--- src/rtl/window_pad_unit_if.sv ---
// Window stream interfaces for the 3x3 border-padding stage.
// The input side carries a raw window and frame-start flag; the output side adds centre position and end-of-frame.
interface window_pad_in_if #(
    parameter int unsigned WIN_W = 72
) ();
    logic             valid;
    logic             ready;
    logic             sof;
    logic [WIN_W-1:0] win;

    modport master (output valid, sof, win, input ready);
    modport slave  (input valid, sof, win, output ready);
endinterface

interface window_pad_out_if #(
    parameter int unsigned WIN_W = 72,
    parameter int unsigned RW    = 10,
    parameter int unsigned CW    = 10
) ();
    logic             valid;
    logic             ready;
    logic [WIN_W-1:0] win;
    logic [RW-1:0]    row;
    logic [CW-1:0]    col;
    logic             eof;

    modport master (output valid, win, row, col, eof, input ready);
    modport slave  (input valid, win, row, col, eof, output ready);
endinterface

--- src/rtl/window_pad_unit.sv ---
// 3x3 window border-padding stage: tracks the window centre position per frame and
// replaces out-of-image taps with zero, replicated edge samples or a constant.
module window_pad_unit #(
    parameter int unsigned DW    = 8,
    parameter int unsigned CH    = 1,
    parameter int unsigned MAX_W = 640,
    parameter int unsigned MAX_H = 640,
    localparam int unsigned TW    = CH * DW,
    localparam int unsigned WIN_W = 9 * TW,
    localparam int unsigned CW    = $clog2(MAX_W),
    localparam int unsigned RW    = $clog2(MAX_H)
) (
    input  logic             clk,
    input  logic             rst,
    input  logic [CW-1:0]    cfg_width_i,
    input  logic [RW-1:0]    cfg_height_i,
    input  logic [1:0]       cfg_mode_i,
    input  logic [TW-1:0]    cfg_pad_i,
    window_pad_in_if.slave   in_if,
    window_pad_out_if.master out_if
);

    localparam logic [1:0] MODE_REPL  = 2'd1;
    localparam logic [1:0] MODE_CONST = 2'd2;

    logic             in_ready_c;
    logic             accept_c;

    logic [CW-1:0]    act_w_q, act_w_d;
    logic [RW-1:0]    act_h_q, act_h_d;
    logic [1:0]       act_mode_q, act_mode_d;
    logic [TW-1:0]    act_pad_q, act_pad_d;
    logic [RW-1:0]    row_q, row_d;
    logic [CW-1:0]    col_q, col_d;

    logic             out_valid_q, out_valid_d;
    logic [WIN_W-1:0] out_win_q, out_win_d;
    logic [RW-1:0]    out_row_q, out_row_d;
    logic [CW-1:0]    out_col_q, out_col_d;
    logic             out_eof_q, out_eof_d;

    logic [CW-1:0]    eff_w, eff_col;
    logic [RW-1:0]    eff_h, eff_row;
    logic [1:0]       eff_mode;
    logic [TW-1:0]    eff_pad;
    logic             pad_top, pad_bot, pad_left, pad_right;

    logic [TW-1:0]    tap_in   [9];
    logic [TW-1:0]    tap_v    [9];
    logic [TW-1:0]    tap_rep  [9];
    logic [TW-1:0]    tap_fill [9];
    logic [WIN_W-1:0] pad_win;

    assign in_ready_c = ~out_valid_q | out_if.ready;
    assign accept_c   = in_if.valid & in_ready_c;
    assign in_if.ready = in_ready_c;

    assign out_if.valid = out_valid_q;
    assign out_if.win   = out_win_q;
    assign out_if.row   = out_row_q;
    assign out_if.col   = out_col_q;
    assign out_if.eof   = out_eof_q;

    // A frame-start beat is processed as (0,0) with the live cfg, not the active copy
    always_comb begin
        eff_w     = in_if.sof ? cfg_width_i  : act_w_q;
        eff_h     = in_if.sof ? cfg_height_i : act_h_q;
        eff_mode  = in_if.sof ? cfg_mode_i   : act_mode_q;
        eff_pad   = in_if.sof ? cfg_pad_i    : act_pad_q;
        eff_row   = in_if.sof ? '0 : row_q;
        eff_col   = in_if.sof ? '0 : col_q;
        pad_top   = (eff_row == '0);
        pad_bot   = (eff_row == eff_h - RW'(1));
        pad_left  = (eff_col == '0);
        pad_right = (eff_col == eff_w - CW'(1));
    end

    // Replicate is vertical first, then horizontal on the result so corners take the centre-adjacent value
    always_comb begin
        for (int t = 0; t < 9; t++) begin
            tap_in[t] = in_if.win[(8 - t) * TW +: TW];
            tap_v[t]  = tap_in[t];
        end
        for (int c = 0; c < 3; c++) begin
            if (pad_top) tap_v[c]     = tap_in[3 + c];
            if (pad_bot) tap_v[6 + c] = tap_in[3 + c];
        end
        for (int r = 0; r < 3; r++) begin
            tap_rep[3 * r]     = pad_left  ? tap_v[3 * r + 1] : tap_v[3 * r];
            tap_rep[3 * r + 1] = tap_v[3 * r + 1];
            tap_rep[3 * r + 2] = pad_right ? tap_v[3 * r + 1] : tap_v[3 * r + 2];
        end
        for (int r = 0; r < 3; r++) begin
            for (int c = 0; c < 3; c++) begin
                if ((r == 0 && pad_top) || (r == 2 && pad_bot) ||
                    (c == 0 && pad_left) || (c == 2 && pad_right)) begin
                    tap_fill[3 * r + c] = (eff_mode == MODE_CONST) ? eff_pad : '0;
                end else begin
                    tap_fill[3 * r + c] = tap_in[3 * r + c];
                end
            end
        end
        pad_win = '0;
        for (int t = 0; t < 9; t++) begin
            pad_win[(8 - t) * TW +: TW] = (eff_mode == MODE_REPL) ? tap_rep[t] : tap_fill[t];
        end
    end

    // Output register, position counters and active cfg copy
    always_comb begin
        act_w_d     = act_w_q;
        act_h_d     = act_h_q;
        act_mode_d  = act_mode_q;
        act_pad_d   = act_pad_q;
        row_d       = row_q;
        col_d       = col_q;
        out_valid_d = out_valid_q & ~out_if.ready;
        out_win_d   = out_win_q;
        out_row_d   = out_row_q;
        out_col_d   = out_col_q;
        out_eof_d   = out_eof_q;

        if (accept_c) begin
            out_valid_d = 1'b1;
            out_win_d   = pad_win;
            out_row_d   = eff_row;
            out_col_d   = eff_col;
            out_eof_d   = pad_bot & pad_right;

            if (in_if.sof) begin
                act_w_d    = cfg_width_i;
                act_h_d    = cfg_height_i;
                act_mode_d = cfg_mode_i;
                act_pad_d  = cfg_pad_i;
            end

            if (pad_right) begin
                col_d = '0;
                if (pad_bot) begin
                    row_d      = '0;
                    act_w_d    = cfg_width_i;
                    act_h_d    = cfg_height_i;
                    act_mode_d = cfg_mode_i;
                    act_pad_d  = cfg_pad_i;
                end else begin
                    row_d = eff_row + RW'(1);
                end
            end else begin
                row_d = eff_row;
                col_d = eff_col + CW'(1);
            end
        end
    end

    always_ff @(posedge clk) begin
        if (rst) begin
            act_w_q     <= cfg_width_i;
            act_h_q     <= cfg_height_i;
            act_mode_q  <= cfg_mode_i;
            act_pad_q   <= cfg_pad_i;
            row_q       <= '0;
            col_q       <= '0;
            out_valid_q <= 1'b0;
            out_win_q   <= '0;
            out_row_q   <= '0;
            out_col_q   <= '0;
            out_eof_q   <= 1'b0;
        end else begin
            act_w_q     <= act_w_d;
            act_h_q     <= act_h_d;
            act_mode_q  <= act_mode_d;
            act_pad_q   <= act_pad_d;
            row_q       <= row_d;
            col_q       <= col_d;
            out_valid_q <= out_valid_d;
            out_win_q   <= out_win_d;
            out_row_q   <= out_row_d;
            out_col_q   <= out_col_d;
            out_eof_q   <= out_eof_d;
        end
    end

endmodule

--- src/flat_wrapper.sv ---
// flat-port wrapper written by rule: the top's interface ports become plain ports
module window_pad_unit_flat 
#(
    parameter int unsigned DW    = 8,
    parameter int unsigned CH    = 1,
    parameter int unsigned MAX_W = 640,
    parameter int unsigned MAX_H = 640,
    localparam int unsigned TW    = CH * DW,
    localparam int unsigned WIN_W = 9 * TW,
    localparam int unsigned CW    = $clog2(MAX_W),
    localparam int unsigned RW    = $clog2(MAX_H)
)
  (clk, rst, cfg_width_i, cfg_height_i, cfg_mode_i, cfg_pad_i, in_if_valid, in_if_sof, in_if_win, in_if_ready, out_if_valid, out_if_win, out_if_row, out_if_col, out_if_eof, out_if_ready);
  window_pad_in_if #(.WIN_W((9 * (CH * DW)))) in_if_i ();
  window_pad_out_if #(.WIN_W((9 * (CH * DW))), .RW((10)), .CW((10))) out_if_i ();
  input  logic clk;
  input  logic rst;
  input  logic [CW-1:0] cfg_width_i;
  input  logic [RW-1:0] cfg_height_i;
  input  logic [1:0] cfg_mode_i;
  input  logic [TW-1:0] cfg_pad_i;
  input wire logic [$bits(in_if_i.valid)-1:0] in_if_valid;
  input wire logic [$bits(in_if_i.sof)-1:0] in_if_sof;
  input wire logic [$bits(in_if_i.win)-1:0] in_if_win;
  output wire logic [$bits(in_if_i.ready)-1:0] in_if_ready;
  output wire logic [$bits(out_if_i.valid)-1:0] out_if_valid;
  output wire logic [$bits(out_if_i.win)-1:0] out_if_win;
  output wire logic [$bits(out_if_i.row)-1:0] out_if_row;
  output wire logic [$bits(out_if_i.col)-1:0] out_if_col;
  output wire logic [$bits(out_if_i.eof)-1:0] out_if_eof;
  input wire logic [$bits(out_if_i.ready)-1:0] out_if_ready;
  assign in_if_i.valid = in_if_valid;
  assign in_if_i.sof = in_if_sof;
  assign in_if_i.win = in_if_win;
  assign in_if_ready = in_if_i.ready;
  assign out_if_valid = out_if_i.valid;
  assign out_if_win = out_if_i.win;
  assign out_if_row = out_if_i.row;
  assign out_if_col = out_if_i.col;
  assign out_if_eof = out_if_i.eof;
  assign out_if_i.ready = out_if_ready;
  window_pad_unit #(.DW(DW), .CH(CH), .MAX_W(MAX_W), .MAX_H(MAX_H)) u_core (.clk(clk), .rst(rst), .cfg_width_i(cfg_width_i), .cfg_height_i(cfg_height_i), .cfg_mode_i(cfg_mode_i), .cfg_pad_i(cfg_pad_i), .in_if(in_if_i), .out_if(out_if_i));
endmodule
--- config.mk ---
export PLATFORM = sky130hd
export DESIGN_NAME = window_pad_unit_flat
export DESIGN_NICKNAME = d
export VERILOG_FILES = /design/src/rtl/window_pad_unit_if.sv /design/src/rtl/window_pad_unit.sv /design/src/flat_wrapper.sv
export SDC_FILE = /design/constraint.sdc
export NUM_CORES = 1
export LEC_CHECK = 0
export ABC_AREA = 1
export CELL_PAD_IN_SITES_DETAIL_PLACEMENT = 1
export CELL_PAD_IN_SITES_GLOBAL_PLACEMENT = 2
export CORE_MARGIN = 8
export CORE_UTILIZATION = 25
export CTS_BUF_LIST = sky130_fd_sc_hd__clkbuf_8 sky130_fd_sc_hd__clkbuf_16
export CTS_CLUSTER_DIAMETER = 150
export DETAILED_ROUTE_END_ITERATION = 8
export PLACE_DENSITY_LB_ADDON = 0.1
export SLEW_MARGIN = 10
export SYNTH_ARGS = -nofsm -noshare
export SYNTH_HDL_FRONTEND = slang
export SYNTH_SLANG_ARGS = --single-unit
--- constraint.sdc ---
create_clock -name clk -period 2.8 [get_ports clk]
set_input_delay 0.56 -clock clk [delete_from_list [all_inputs] [get_ports clk]]
set_output_delay 0.56 -clock clk [all_outputs]
set_load 0.03 [all_outputs]
## Word-level counts from Yosys, hierarchy flattened

Cells that the tools add are included.
Widths: inputs -> output; s select.

- Bits in registers: 144
- Bits in latches: 0
- Bits in writable memories: 0
- Memory bits (read-only): 0
- Input port bits: 107
- Output and inout bits: 95
- Word-level logic and storage cells: 87
- Memories: 0

- Add/subtract/negate cells: 4
- Multipliers: 0
- Divide/modulo/power cells: 0
- $lt $le $gt $ge: 0
- Eq/ne operators: 4
- Shifts and indexed selects: 0
- Mux-type cells: 55
- Bitwise operators: 6
- Reduce and logical (&&, ||, !) cells: 7

Operators by type and width:

| operator | number |
|---|---|
| $mux 8 | 34 |
| $mux 10 | 15 |
| $add 10x1->10 const B | 2 |
| $eq 10x10->1 | 2 |
| $logic_not 10->1 | 2 |
| $sub 10x1->10 const B | 2 |
| $mux 2 | 5 |
| $logic_or 1x1->1 | 4 |
| $and 1x1->1 | 3 |
| $eq 2x1->1 const B | 1 |
| $eq 2x2->1 const B | 1 |
| $not 1->1 | 2 |
| $reduce_bool 2->1 | 1 |
| $mux 1 | 1 |
| $or 1x1->1 | 1 |

## Depth between registers and ports, before layout

- Depth in word-level cells: 7
- Depth in mapped cells: 22

## Worst setup path after synthesis

Ideal clock, no wire load.

- Kind: in2reg
- Start point: input port in_if_sof
- End point: register u_core.act_h_q[1] (data pin)
- Setup time: 0.255 ns
- Data arrival time: 2.610 ns
- Path slack: -0.066 ns
- Cell stages on the path: 15
- Buffers on the path: 3
- Cell sequence: buf_6 -> buf_6 -> o21a_4 -> ha_1 -> xnor2_1 -> nand3_1 -> nor2_1 -> nand2_1 -> nor2_2 -> nand4_4 -> nor2_4 -> nor2_4 -> buf_2 -> o21ai_0 -> inv_1

- Cells in the longest elaborated chain, start to end: 7
- Elaborated cells between the ends (all ways): 12

Ends and longest elaborated chain:

| element | line | RTL |
|---|---|---|
| start: declaration | flat_wrapper.sv:23 | `input wire logic [$bits(in_if_i.sof)-1:0] in_if_sof;` |
| $mux 10 | window_pad_unit.sv:67, window_pad_unit.sv:130 |  |
| $sub 10x1->10 | window_pad_unit.sv:73 | `pad_bot = (eff_row == eff_h - RW'(1));` |
| $eq 10x10->1 | window_pad_unit.sv:73 |  |
| $mux 10 | window_pad_unit.sv:139 | `if (pad_bot) begin` |
| $mux 10 * | window_pad_unit.sv:137 | `if (pad_right) begin` |
| $mux 10 * | window_pad_unit.sv:123 | `if (accept_c) begin` |
| $mux 10 * | window_pad_unit.sv:156 | `if (rst) begin` |
| end signal: assignment | window_pad_unit.sv:158 | `act_h_q <= cfg_height_i;` |
| end signal: assignment | window_pad_unit.sv:170 | `act_h_q <= act_h_d;` |
| end: declaration | window_pad_unit.sv:30 | `logic [RW-1:0] act_h_q, act_h_d;` |

Every way passes the cells marked *; elsewhere a longest branch is shown, timed or not. The select of a mux whose other input is x is not followed.
A chain may end at the register's enable or synchronous reset.

## Final worst setup path

- Start point: input port cfg_width_i[4]
- End point: register u_core.out_win_q[53] (netlist: u_core.out_if.win[53])

- Cells in the longest elaborated chain, start to end: 6
- Elaborated cells between the ends (all ways): 7

Ends and longest elaborated chain:

| element | line | RTL |
|---|---|---|
| start: declaration | flat_wrapper.sv:18 | `input logic [CW-1:0] cfg_width_i;` |
| $mux 10 * | window_pad_unit.sv:66 | `eff_w = in_if.sof ? cfg_width_i : act_w_q;` |
| $sub 10x1->10 * | window_pad_unit.sv:75 | `pad_right = (eff_col == eff_w - CW'(1));` |
| $eq 10x10->1 * | window_pad_unit.sv:75 |  |
| $logic_or 1x1->1 | window_pad_unit.sv:96 | `(c == 0 && pad_left) \|\| (c == 2 && pad_right)) begin` |
| $mux 8 | window_pad_unit.sv:95 | `if ((r == 0 && pad_top) \|\| (r == 2 && pad_bot) \|\|` |
| $mux 8 * | window_pad_unit.sv:105 | `pad_win[(8 - t) * TW +: TW] = (eff_mode == MODE_REPL) ? tap_rep[t] : tap_fill[t];` |
| end signal: assignment | window_pad_unit.sv:176 | `out_win_q <= out_win_d;` |
| end: declaration | window_pad_unit.sv:37 | `logic [WIN_W-1:0] out_win_q, out_win_d;` |

Every way passes the cells marked *; elsewhere a longest branch is shown, timed or not.

==> flow_results.xml <==
<?xml version="1.0" encoding="UTF-8"?>
<metrics>
  <group name="sta">
    <metric name="finalSetupViolations" unit="">0</metric>
    <metric name="max_slew.worst_pin.slew" unit="ns">0.568</metric>
    <metric name="clock.fmax" unit="MHz">371</metric>
    <metric name="report.final.hold_viol_count" unit="">0</metric>
    <metric name="layout_worst_path_cycle_share" unit="%">96.1</metric>
    <metric name="final_min_period" unit="ns">2.69</metric>
    <metric name="grt_setup_unrepaired" unit="">true</metric>
    <metric name="max_slew_margin" unit="%">62.0</metric>
    <metric name="finalClockSkew" unit="ns">0.0137</metric>
    <metric name="report.final.slew_viol_count" unit="">0</metric>
  </group>
  <group name="final_layout">
    <metric name="finalCoreUtilization" unit="%">41.0</metric>
    <metric name="layout-area-overhead-vs-synth" unit="%">61.5</metric>
    <metric name="drive_gt1_share" unit="%">24.2</metric>
    <metric name="design.final.nets" unit="">1913</metric>
    <metric name="antenna_cells" unit="">0</metric>
    <metric name="number_of_standard_cells_in_the_layout_taps_in_and_fillers_out" unit="">2274</metric>
  </group>
  <group name="logic_synthesis">
    <metric name="yosys_warnings" unit="">0</metric>
    <metric name="ys_seq_area_share" unit="%">35.2</metric>
    <metric name="yosysTopAreaCell" unit="">sky130_fd_sc_hd__dfxtp_1</metric>
    <metric name="post_synth.cell_area_avg" unit="um^2">6.63</metric>
    <metric name="synth.most_common_cell" unit="">sky130_fd_sc_hd__nand2_1</metric>
    <metric name="syn-cell-area" unit="mm^2">0.00904</metric>
    <metric name="synth_top_cells_by_count" unit="">388 x sky130_fd_sc_hd__nand2_1, 167 x sky130_fd_sc_hd__o21ai_0, 158 x sky130_fd_sc_hd__inv_1</metric>
    <metric name="synth.area.top_cells" unit="">sky130_fd_sc_hd__dfxtp_1 25%, sky130_fd_sc_hd__nand2_1 16%, sky130_fd_sc_hd__edfxtp_1 10%</metric>
    <metric name="dominantRegCellSynth" unit="">sky130_fd_sc_hd__dfxtp_1</metric>
    <metric name="synth_fp_nets" unit="">1477</metric>
    <metric name="post_synth_num_cell_types" unit="">49</metric>
    <metric name="synthArstFlopShare" unit="%">0</metric>
    <metric name="synth-seq-cells" unit="">144</metric>
    <metric name="synthCells" unit="">1364</metric>
    <metric name="synth_enable_flop_cells" unit="">30</metric>
    <metric name="synth_top_cell_area_share" unit="%">25.2</metric>
  </group>
  <group name="die">
    <metric name="num_rows" unit="">69</metric>
    <metric name="die_height" unit="um">206</metric>
    <metric name="dieArea" unit="mm^2">0.0425</metric>
    <metric name="num_io_pins" unit="">202</metric>
    <metric name="fp.coreArea" unit="mm^2">0.0356</metric>
    <metric name="initial_standard_cell_utilization_of_the_core" unit="%">25.4</metric>
    <metric name="die-width" unit="um">206</metric>
  </group>
  <group name="status">
    <metric name="run_status" unit="">complete, no violations</metric>
  </group>
  <group name="hold_path">
    <metric name="hold_path_class" unit="">in2reg</metric>
  </group>
  <group name="detailed_routing">
    <metric name="ant_nets" unit="">0</metric>
    <metric name="detail_route.first_pass.iterations" unit="">5</metric>
    <metric name="route.final.wire_length" unit="um">46300</metric>
    <metric name="remaining_drc_errors" unit="">0</metric>
    <metric name="num_vias" unit="">10922</metric>
    <metric name="routedWlPerCell" unit="um">20.4</metric>
    <metric name="drt-vias-per-instance" unit="">4.80</metric>
    <metric name="initialDrtViolationCount" unit="">683</metric>
  </group>
  <group name="cts">
    <metric name="cts.sinks" unit="">144</metric>
    <metric name="worst_skew_pair.late_latency" unit="ns">0.46</metric>
    <metric name="worst_setup_hold_path_clk_slew" unit="ns">0.07</metric>
    <metric name="cts_htree_levels" unit="">4</metric>
    <metric name="root_buffer" unit="">sky130_fd_sc_hd__clkbuf_16</metric>
    <metric name="tritoncts" unit="">yes</metric>
    <metric name="cts_buffer_count" unit="">17</metric>
    <metric name="clock_tree.buffer_depth" unit="">2</metric>
  </group>
  <group name="grt">
    <metric name="total_grt_overflow" unit="">0</metric>
    <metric name="global_route.usage.total" unit="%">21.6</metric>
    <metric name="grt_pass1_wl" unit="um">70000</metric>
    <metric name="antenna_found_initial" unit="">0</metric>
    <metric name="maximum_number_of_pins_on_one_net_before_global_route_repair" unit="">47</metric>
    <metric name="vias_in_the_first_global_route" unit="">11513</metric>
  </group>
  <group name="power">
    <metric name="total_leakage_power" unit="nW">6.48</metric>
    <metric name="sequentialPowerShare" unit="%">34.6</metric>
    <metric name="share_clk_of_total_power" unit="%">36.8</metric>
    <metric name="combinationalPowerShare" unit="%">28.6</metric>
    <metric name="peak_supply_drop" unit="uV">470</metric>
    <metric name="intPower" unit="mW">4.53</metric>
    <metric name="netSwitchingFraction" unit="%">33.3</metric>
    <metric name="power.switching" unit="mW">2.27</metric>
    <metric name="cellPowerDensity" unit="mW/mm^2">466</metric>
  </group>
  <group name="placed_design">
    <metric name="detailedPlacementHpwl" unit="um">35900</metric>
    <metric name="gpl.final_weighted_congestion" unit="">0.890</metric>
    <metric name="dpl.cell_count" unit="">2220</metric>
    <metric name="port-buffer-count" unit="">201</metric>
  </group>
  <group name="worst_setup_path">
    <metric name="critPathKind" unit="">in2reg</metric>
    <metric name="worst-endpoint-arrival" unit="ns">3.04</metric>
    <metric name="timing.critical_path.required" unit="ns">3.15</metric>
    <metric name="path_max_fanout" unit="">17</metric>
    <metric name="type_of_element_launching_the_critical_path" unit="">input pin</metric>
    <metric name="endpoint_kind" unit="">flip-flop</metric>
  </group>
  <group name="job">
    <metric name="drv_cap" unit="">0</metric>
  </group>
</metrics>
cells by family after synthesis:
kind of cell / Yosys count / share of synthesized area (%)
simple gates: 675 / 33.1
xor+xnor: 16 / 1.55
buf+inv: 236 / 11.2
compound gates: 286 / 18.0
fa+ha+maj: 6 / 0.830
mux: 1 / 0.152
flops: 144 / 35.2
area by class of cell:
| class | count | area (um^2) |
|---|---|---|
| inverters | 170 | 647 |
| well taps | 461 | 577 |
| clock inverters | 13 | 146 |
| fillers | 4487 | 21000 |
| repair buffers | 483 | 4410 |
| clock buffers | 19 | 475 |
| flip-flops and latches | 144 | 3180 |
| multi-input cells | 984 | 5150 |
registers in the layout (all words and copies together), names as in the netlist:
signal and count:
u_core.out_if.win 72, u_core.act_h_q 10, u_core.act_w_q 10, u_core.col_q 10
u_core.out_if.col 10, u_core.out_if.row 10, u_core.row_q 10, u_core.act_pad_q 8
u_core.act_mode_q 2, u_core.out_if.eof 1, u_core.out_if.valid 1
path summary, 6_finish.rpt:
path	slack [ns]	depth (start not counted)	endpoint	from
worst max-delay path	0.11	18	u_core.out_if.win[53]	cfg_width_i[4]
worst min-delay path	0.45	3	u_core.act_h_q[3]	cfg_height_i[3]
worst max register to register	0.16	20	u_core.out_if.win[20]	u_core.act_h_q[1]
worst min register to register	0.46	2	u_core.row_q[8]	u_core.row_q[8]
per-stage QoR:
| step | TNS (ns) | total power [mW] | setup slack (ns) | cell area, um^2 | hold WS (ns) |
|---|---|---|---|---|---|
| global placement | -39.79 | 4.21 | -0.635 | 13400 | 0.439 |
| floorplan | 0 | 3.24 | 0.00685 | 9070 | 0.426 |
| finish | 0 | 6.80 | 0.108 | 14600 | 0.450 |
| global route | -0.0356 | 7.09 | -0.0151 | 14600 | 0.467 |
| detailed placement | -47.96 | 4.22 | -0.729 | 13400 | 0.449 |
| CTS | 0 | 6.83 | 0.00251 | 14400 | 0.462 |
power by group through the flow:
stage,combinational [mW],clock [mW],sequential (mW)
after floorplan,0.702,0,2.54
after global placement,1.82,0,2.39
after detailed placement,1.83,0,2.39
after CTS,1.91,2.57,2.35
after global routing,2.10,2.63,2.36
final,1.94,2.50,2.35
per-layer routing:
layer	track usage, %	wire, um	share of wire [%]	vias to the layer above
li1	-	-	-	5356
met1	31.3	23500	51	5318
met2	33.4	20500	44	220
met3	3.28	1740	3.7	28
met4	4.77	515	1.1	0
met5	0	0	0	-
critical path, stage by stage:
cell	delay, ns
sky130_fd_sc_hd__clkdlybuf4s50_1	0.44
sky130_fd_sc_hd__inv_2	0.08
sky130_fd_sc_hd__nand2_1	0.09
sky130_fd_sc_hd__o21ai_4	0.11
sky130_fd_sc_hd__nand3_4	0.13
sky130_fd_sc_hd__nor2_4	0.13
sky130_fd_sc_hd__nand2_1	0.07
sky130_fd_sc_hd__nand2_1	0.11
sky130_fd_sc_hd__nand2_1	0.09
sky130_fd_sc_hd__nor2_4	0.13
sky130_fd_sc_hd__nand4_4	0.17
sky130_fd_sc_hd__buf_6	0.17
sky130_fd_sc_hd__buf_12	0.15
sky130_fd_sc_hd__nand2_1	0.10
sky130_fd_sc_hd__nor2_1	0.05
sky130_fd_sc_hd__nor2_1	0.21
sky130_fd_sc_hd__buf_4	0.17
sky130_fd_sc_hd__a31oi_1	0.06
repair_timing:
action	in CTS	in global routing
resized for setup	39	55
endpoints found under the hold margin	0	0
buffers inserted	13	5
pin swaps	16	30
cloned	4	0
setup endpoints to repair	57	73
hold buffers	0	0
cells in the final DEF, fill, tap and decap left out, types with 7 or more instances in the layout:
cell	count
sky130_fd_sc_hd__nand2_1	367
sky130_fd_sc_hd__buf_4	257
sky130_fd_sc_hd__clkdlybuf4s50_1	195
sky130_fd_sc_hd__o21ai_0	162
sky130_fd_sc_hd__inv_1	153
sky130_fd_sc_hd__dfxtp_1	114
sky130_fd_sc_hd__nand3_1	103
sky130_fd_sc_hd__nor2_1	94
sky130_fd_sc_hd__edfxtp_1	30
sky130_fd_sc_hd__a21oi_1	28
sky130_fd_sc_hd__nand2_2	25
sky130_fd_sc_hd__a31oi_1	22
sky130_fd_sc_hd__nor2_4	20
sky130_fd_sc_hd__clkbuf_16	19
sky130_fd_sc_hd__nand4_1	16
sky130_fd_sc_hd__o21ai_1	15
sky130_fd_sc_hd__o22ai_1	14
sky130_fd_sc_hd__buf_12	14
sky130_fd_sc_hd__inv_2	12
sky130_fd_sc_hd__xor2_1	12
sky130_fd_sc_hd__o211ai_1	12
sky130_fd_sc_hd__nor2_2	11
sky130_fd_sc_hd__o21ai_2	9
sky130_fd_sc_hd__nand2_4	9
sky130_fd_sc_hd__nand3_2	8
sky130_fd_sc_hd__buf_6	8
sky130_fd_sc_hd__a41oi_1	7
Note: power is estimated with default switching activity, not from simulation.
